File: src/rtl/counter_step_controller.sv
// counter_step_controller
// Command-side initiator for the up/down counter: accepts a target count,
// walks the counter towards it one enable pulse at a time, and reports
// completion or a latched fault (overflow, stall timeout, bad step).
// All outputs are registered or decoded from the state register.

module counter_step_controller #(
    parameter int WIDTH    = 4,
    parameter int WAIT_MAX = 8
) (
    input  logic             clk,
    input  logic             reset,
    input  logic             i_cmd_valid,
    output logic             o_cmd_ready,
    input  logic [WIDTH-1:0] i_cmd_target,
    input  logic             i_cmd_abort,
    input  logic             i_fault_clr,
    output logic             o_cnt_enable,
    output logic             o_cnt_ctrl,
    input  logic [WIDTH-1:0] i_cnt_count,
    input  logic             i_cnt_overflow,
    output logic             o_busy,
    output logic             o_done,
    output logic             o_fault,
    output logic [1:0]       o_err_code,
    output logic [WIDTH:0]   o_step_count
);

    // Wait counter wide enough to reach WAIT_MAX-1 (at least one bit).
    localparam int WW = (WAIT_MAX > 1) ? $clog2(WAIT_MAX) : 1;
    localparam logic [WW-1:0] WAIT_LAST = WW'(WAIT_MAX - 1);

    localparam logic [1:0] ERR_NONE     = 2'b00;
    localparam logic [1:0] ERR_OVERFLOW = 2'b01;
    localparam logic [1:0] ERR_TIMEOUT  = 2'b10;
    localparam logic [1:0] ERR_BADSTEP  = 2'b11;

    typedef enum logic [2:0] {
        S_IDLE,
        S_CHECK,
        S_STEP,
        S_WAIT,
        S_FAULT
    } state_t;

    state_t r_state;
    state_t w_next_state;

    logic [WIDTH-1:0] r_target;
    logic [WIDTH-1:0] r_prev;
    logic             r_ctrl;
    logic [WIDTH:0]   r_step_count;
    logic [WW-1:0]    r_wait;
    logic [1:0]       r_err_code;
    logic             r_done;

    logic [WIDTH-1:0] w_expected;
    logic             w_match;
    logic             w_up;
    logic             w_good_step;
    logic             w_moved;
    logic             w_wait_expired;
    logic [1:0]       w_fault_code;
    logic             w_finish;

    // Compare helpers: target match, direction, and what the counter did since the step.
    always_comb begin
        w_expected     = r_ctrl ? (r_prev + 1'b1) : (r_prev - 1'b1);
        w_match        = (i_cnt_count == r_target);
        w_up           = (r_target > i_cnt_count);
        w_good_step    = (i_cnt_count == w_expected);
        w_moved        = (i_cnt_count != r_prev);
        w_wait_expired = (r_wait == WAIT_LAST);
    end

    // State register with synchronous reset.
    always_ff @(posedge clk) begin
        if (reset) begin
            r_state <= S_IDLE;
        end else begin
            r_state <= w_next_state;
        end
    end

    // Next-state logic; abort outranks overflow, which outranks match/step/timeout.
    always_comb begin
        w_next_state = r_state;
        w_fault_code = ERR_NONE;
        w_finish     = 1'b0;
        case (r_state)
            S_IDLE: begin
                if (i_cmd_valid) begin
                    w_next_state = S_CHECK;
                end
            end
            S_CHECK: begin
                if (i_cmd_abort) begin
                    w_next_state = S_IDLE;
                end else if (i_cnt_overflow) begin
                    w_next_state = S_FAULT;
                    w_fault_code = ERR_OVERFLOW;
                end else if (w_match) begin
                    w_next_state = S_IDLE;
                    w_finish     = 1'b1;
                end else begin
                    w_next_state = S_STEP;
                end
            end
            S_STEP: begin
                if (i_cmd_abort) begin
                    w_next_state = S_IDLE;
                end else begin
                    w_next_state = S_WAIT;
                end
            end
            S_WAIT: begin
                if (i_cmd_abort) begin
                    w_next_state = S_IDLE;
                end else if (i_cnt_overflow) begin
                    w_next_state = S_FAULT;
                    w_fault_code = ERR_OVERFLOW;
                end else if (w_good_step) begin
                    w_next_state = S_CHECK;
                end else if (w_moved) begin
                    w_next_state = S_FAULT;
                    w_fault_code = ERR_BADSTEP;
                end else if (w_wait_expired) begin
                    w_next_state = S_FAULT;
                    w_fault_code = ERR_TIMEOUT;
                end
            end
            S_FAULT: begin
                if (i_fault_clr) begin
                    w_next_state = S_IDLE;
                end
            end
            default: begin
                w_next_state = S_IDLE;
            end
        endcase
    end

    // Command datapath: latched target, direction, step bookkeeping, error code and done pulse.
    always_ff @(posedge clk) begin
        if (reset) begin
            r_target     <= '0;
            r_prev       <= '0;
            r_ctrl       <= 1'b0;
            r_step_count <= '0;
            r_wait       <= '0;
            r_err_code   <= ERR_NONE;
            r_done       <= 1'b0;
        end else begin
            r_done <= w_finish;
            case (r_state)
                S_IDLE: begin
                    if (i_cmd_valid) begin
                        r_target     <= i_cmd_target;
                        r_step_count <= '0;
                    end
                end
                S_CHECK: begin
                    if (w_next_state == S_STEP) begin
                        r_ctrl <= w_up;
                    end
                end
                S_STEP: begin
                    // The enable pulse is already on the wire this cycle, so the
                    // step is counted even when an abort cuts the command short.
                    r_step_count <= r_step_count + 1'b1;
                    r_prev       <= i_cnt_count;
                    r_wait       <= '0;
                end
                S_WAIT: begin
                    if (!w_wait_expired) begin
                        r_wait <= r_wait + 1'b1;
                    end
                end
                S_FAULT: begin
                    if (i_fault_clr) begin
                        r_err_code <= ERR_NONE;
                    end
                end
                default: begin
                    r_wait <= '0;
                end
            endcase
            if ((r_state != S_FAULT) && (w_next_state == S_FAULT)) begin
                r_err_code <= w_fault_code;
            end
        end
    end

    // Output decode from the state register and datapath registers.
    always_comb begin
        o_cmd_ready  = (r_state == S_IDLE);
        o_cnt_enable = (r_state == S_STEP);
        o_busy       = (r_state == S_CHECK) || (r_state == S_STEP) || (r_state == S_WAIT);
        o_fault      = (r_state == S_FAULT);
        o_cnt_ctrl   = r_ctrl;
        o_done       = r_done;
        o_err_code   = r_err_code;
        o_step_count = r_step_count;
    end

endmodule

File: config.mk
export PLATFORM = sky130hd
export DESIGN_NAME = counter_step_controller
export DESIGN_NICKNAME = d
export VERILOG_FILES = /design/src/rtl/counter_step_controller.sv
export SDC_FILE = /design/constraint.sdc
export NUM_CORES = 1
export LEC_CHECK = 0
export ABC_AREA = 1
export CORE_UTILIZATION = 35
export DETAILED_ROUTE_END_ITERATION = 7
export PLACE_DENSITY_LB_ADDON = 0.25
export SETUP_SLACK_MARGIN = 0.15
export SLEW_MARGIN = 5
export SYNTH_ARGS = -nofsm -noshare
export SYNTH_HDL_FRONTEND = slang
export SYNTH_SLANG_ARGS = --single-unit
File: constraint.sdc
create_clock -name clk -period 2 [get_ports clk]
set_input_delay 0.5 -clock clk [delete_from_list [all_inputs] [get_ports clk]]
set_output_delay 0.5 -clock clk [all_outputs]
set_load 0.02 [all_outputs]
==> flow_metrics.env <==
export IMPL_status="completed"
export IMPL_dr_pass1_iters=4
export IMPL_antennaDiodeCount=0
export IMPL_final_util_pct=50.3
export IMPL_die_y_um=64.9
export IMPL_avgSynthCellArea_um2=6.96
export IMPL_p_leak_uw=0.000885
export IMPL_synth_top_family_by_area="simple AND/OR/NAND/NOR gates"
export IMPL_min_period_over_period_pct=93.2
export IMPL_nNetsFinal=264
export IMPL_vias=1352
export IMPL_rr_startpoint="o_cnt_ctrl"
export IMPL_max_vdd_ir_drop_v=0.000300
export IMPL_start_kind="flop"
export IMPL_holdPathEnd="r_target[0]"
export IMPL_post_route_drc_count=0
export IMPL_routed_wl_um=3220
export IMPL_synth_seq_cells=23
export IMPL_routabilityCongestion=0.779
export IMPL_p_clk_share_pct=29.9
export IMPL_max_freq_mhz=537
export IMPL_cp_common_cell="nand2_2"
export IMPL_finalClockSkew_ps=1.70
export IMPL_p_switching_uw=286
export IMPL_p_per_area_nw_per_um2=532
export IMPL_die_width_um=64.9
export IMPL_ff2ff_path_depth=13
export IMPL_r2r_slack_ps=140
export IMPL_portBuffers=26
export IMPL_cp_max_fo=5
export IMPL_core_um2=3720
export IMPL_dpl_instance_area_um2=1780
export IMPL_insertion_delay_ps=260
export IMPL_grt_overflow_total=0
export IMPL_cap_violations=0
export IMPL_synth_xor_area_share_pct=2.53
export IMPL_synth_nets=223
export IMPL_cts_buffer_depth=2
export IMPL_viasPerCell=4.71
export IMPL_worst_ep_arrival_time_ps=2070
export IMPL_period_minus_slack_ps=1860
export IMPL_setup_tns_ps=0
export IMPL_setup_ws_ps=136
export IMPL_maxSlewViolCount=0
export IMPL_worstHoldStart="r_target[0]"
export IMPL_synth_fa_ha_area_share_pct=9.58
export IMPL_pwr_share_comb_pct=21.1
export IMPL_syn_inst=199
export IMPL_clk_pin_slew_ps=90
export IMPL_worst_slew_pin_slew_ps=332
export IMPL_cts_made_buffers=3
export IMPL_maxSlewHeadroom_pct=77.7
export IMPL_grt_use_total_pct=16.5
export IMPL_synthMuxAreaShare_pct=0
export IMPL_slowest_stage="fa_1"
export IMPL_detail_route_wl_per_cell_um=11.2
export IMPL_cts_hold_buf=0
export IMPL_areaGrowthSynthToFinish_pct=34.9
export IMPL_synth_compound_area_share_pct=16.7
export IMPL_hp_class="flop to flop"
export IMPL_drtAntennaViolNets=0
export IMPL_min_path_cells=2
export IMPL_worstPathRequired_ps=2200
export IMPL_seqPwrFrac_pct=49.0
export IMPL_crit_chain="inv_4, fa_1, xnor2_1, nand2_1, nor2_2, nand2_2, nand2_1, nand2_1, nand2_2, nand2_2, nand2_2, nand3_2, a21oi_2"
export IMPL_io_pins=27
export IMPL_synthDistinctLibCells=26
export IMPL_cts_sinks=23
export IMPL_die_area_um2=4210
export IMPL_p_int_uw=707
export IMPL_drive_gt1_share_pct=19.7
export IMPL_pre_cts_ws_ps=-212
export IMPL_hpwl_um=2440
export IMPL_layout_commonest_cell="nand2_1"
export IMPL_yosysWarningCount=0
export IMPL_antenna_found_initial=0
export IMPL_switching_share_pct=28.8
export IMPL_finalSetupViolCount=0
export IMPL_grt_pass1_wl_um=5420
export IMPL_htree_levels=1
export IMPL_cts_root_buffer="clkbuf_8"
export IMPL_initial_core_util_pct=37.3
export IMPL_placement_rows=22
export IMPL_rsz0062_at_grt="yes"
export IMPL_instances_no_fill=287
export IMPL_drtIter0Drc=30
export IMPL_finalHoldViolations=0
export IMPL_worstSetupPathType="flop to flop"
export IMPL_yosysSeqAreaShare_pct=33.2
export IMPL_cts_tree="done"
export IMPL_grt_max_degree=15
export IMPL_synth_simple_area_share_pct=30.5
export IMPL_synth_area_um2=1390
export IMPL_final_cell_mix="45 x nand2_1, 22 x a21oi_1, 22 x dfxtp_1"
export IMPL_max_stage_delay_ps=520
export IMPL_endpoint_kind="flop"
export IMPL_design_area_um2=1870
export IMPL_place_inst=281
export IMPL_grt_pass1_vias=1230
export IMPL_rr_endpoint="o_err_code[0]"
[worst max path at each step]
stage	startpoint	endpoint	slack, ps
3_3_place_gp	i_cnt_count[3]	o_cnt_ctrl	-150
5_1_grt	o_cnt_ctrl	o_err_code[1]	3
2_1_floorplan	o_cnt_ctrl	o_err_code[0]	170
4_1_cts	o_cnt_ctrl	o_err_code[0]	90
6_report	o_cnt_ctrl	o_err_code[0]	140
3_5_place_dp	i_cnt_count[3]	o_cnt_ctrl	-210
[per-layer routing]
| layer | GRT usage [%] | vias up | share of wire [%] |
|---|---|---|---|
| li1 | - | 737 | - |
| met1 | 21.9 | 595 | 52 |
| met2 | 28.0 | 18 | 45 |
| met3 | 2.29 | 2 | 2.9 |
| met4 | 3.33 | 0 | 0.31 |
| met5 | 0 | - | 0 |
[critical path, delay by kind of cell, from the launching register on]
family	cells	cell delay [ps]
AND/OR/NAND/NOR	9	630
adder cells (fa/ha/maj)	1	520
flip-flops	1	370
XOR/XNOR	1	130
AO/OA/AOI/OAI	1	110
buffers and inverters	1	50
[area by class of cell]
class / count / area [um2]
fill: 373 / 1850
timing repair buffer: 38 / 355
sequential: 23 / 464
clock buffer: 4 / 45.0
tap: 48 / 60.1
multi-input combinational: 149 / 847
inverter: 25 / 96.3
[synth_stat cells, drive strengths merged]
master | number | area (um2)
xor2 | 3 | 26.3
o21ai | 15 | 75.1
fa | 1 | 20.0
nor4 | 2 | 12.5
buf | 1 | 5.00
xnor2 | 1 | 8.76
nor2 | 19 | 83.8
clkbuf | 1 | 3.75
a21oi | 25 | 136
inv | 25 | 93.8
nor3 | 4 | 30.0
nand2 | 49 | 194
ha | 9 | 113
nand3 | 16 | 90.1
a211oi | 1 | 7.51
or2 | 2 | 12.5
dfxtp | 23 | 460
a31oi | 1 | 6.26
o22ai | 1 | 6.26
[power groups by stage]
stage	registers, uW	clock network (uW)	logic, uW
2_1_floorplan	498	0	119
3_3_place_gp	498	0	202
3_5_place_dp	498	0	203
4_1_cts	487	300	204
5_1_grt	490	326	234
6_report	487	297	209
[flip-flops by register name, summed over array words and instances (netlist names)]
register	flops
o_cnt_ctrl	1
r_state	3
o_done	1
o_err_code	2
r_wait	3
o_step_count	5
r_prev	4
r_target	4
[timing repair]
action | CTS | global route
pin swaps | 3 | 7
buffers inserted | 1 | 1
setup endpoints to repair | 7 | 12
gates resized for setup | 5 | 15
[through the flow]
stage | power, uW | hold WS (ps)
after CTS | 991 | 464
after global placement | 700 | 444
after detailed placement | 702 | 452
after global routing | 1050 | 490
final | 993 | 464
after floorplan | 617 | 433
[kinds of logic (layout without fill, tap and decap cells)]
kind of cell	count (synthesis)	count (layout)
simple gates	92	92
compound gates	43	43
buf+inv	27	67
flops	23	23
fa+ha+maj	10	10
xor+xnor	4	4
(Power assumes the default switching activity.)
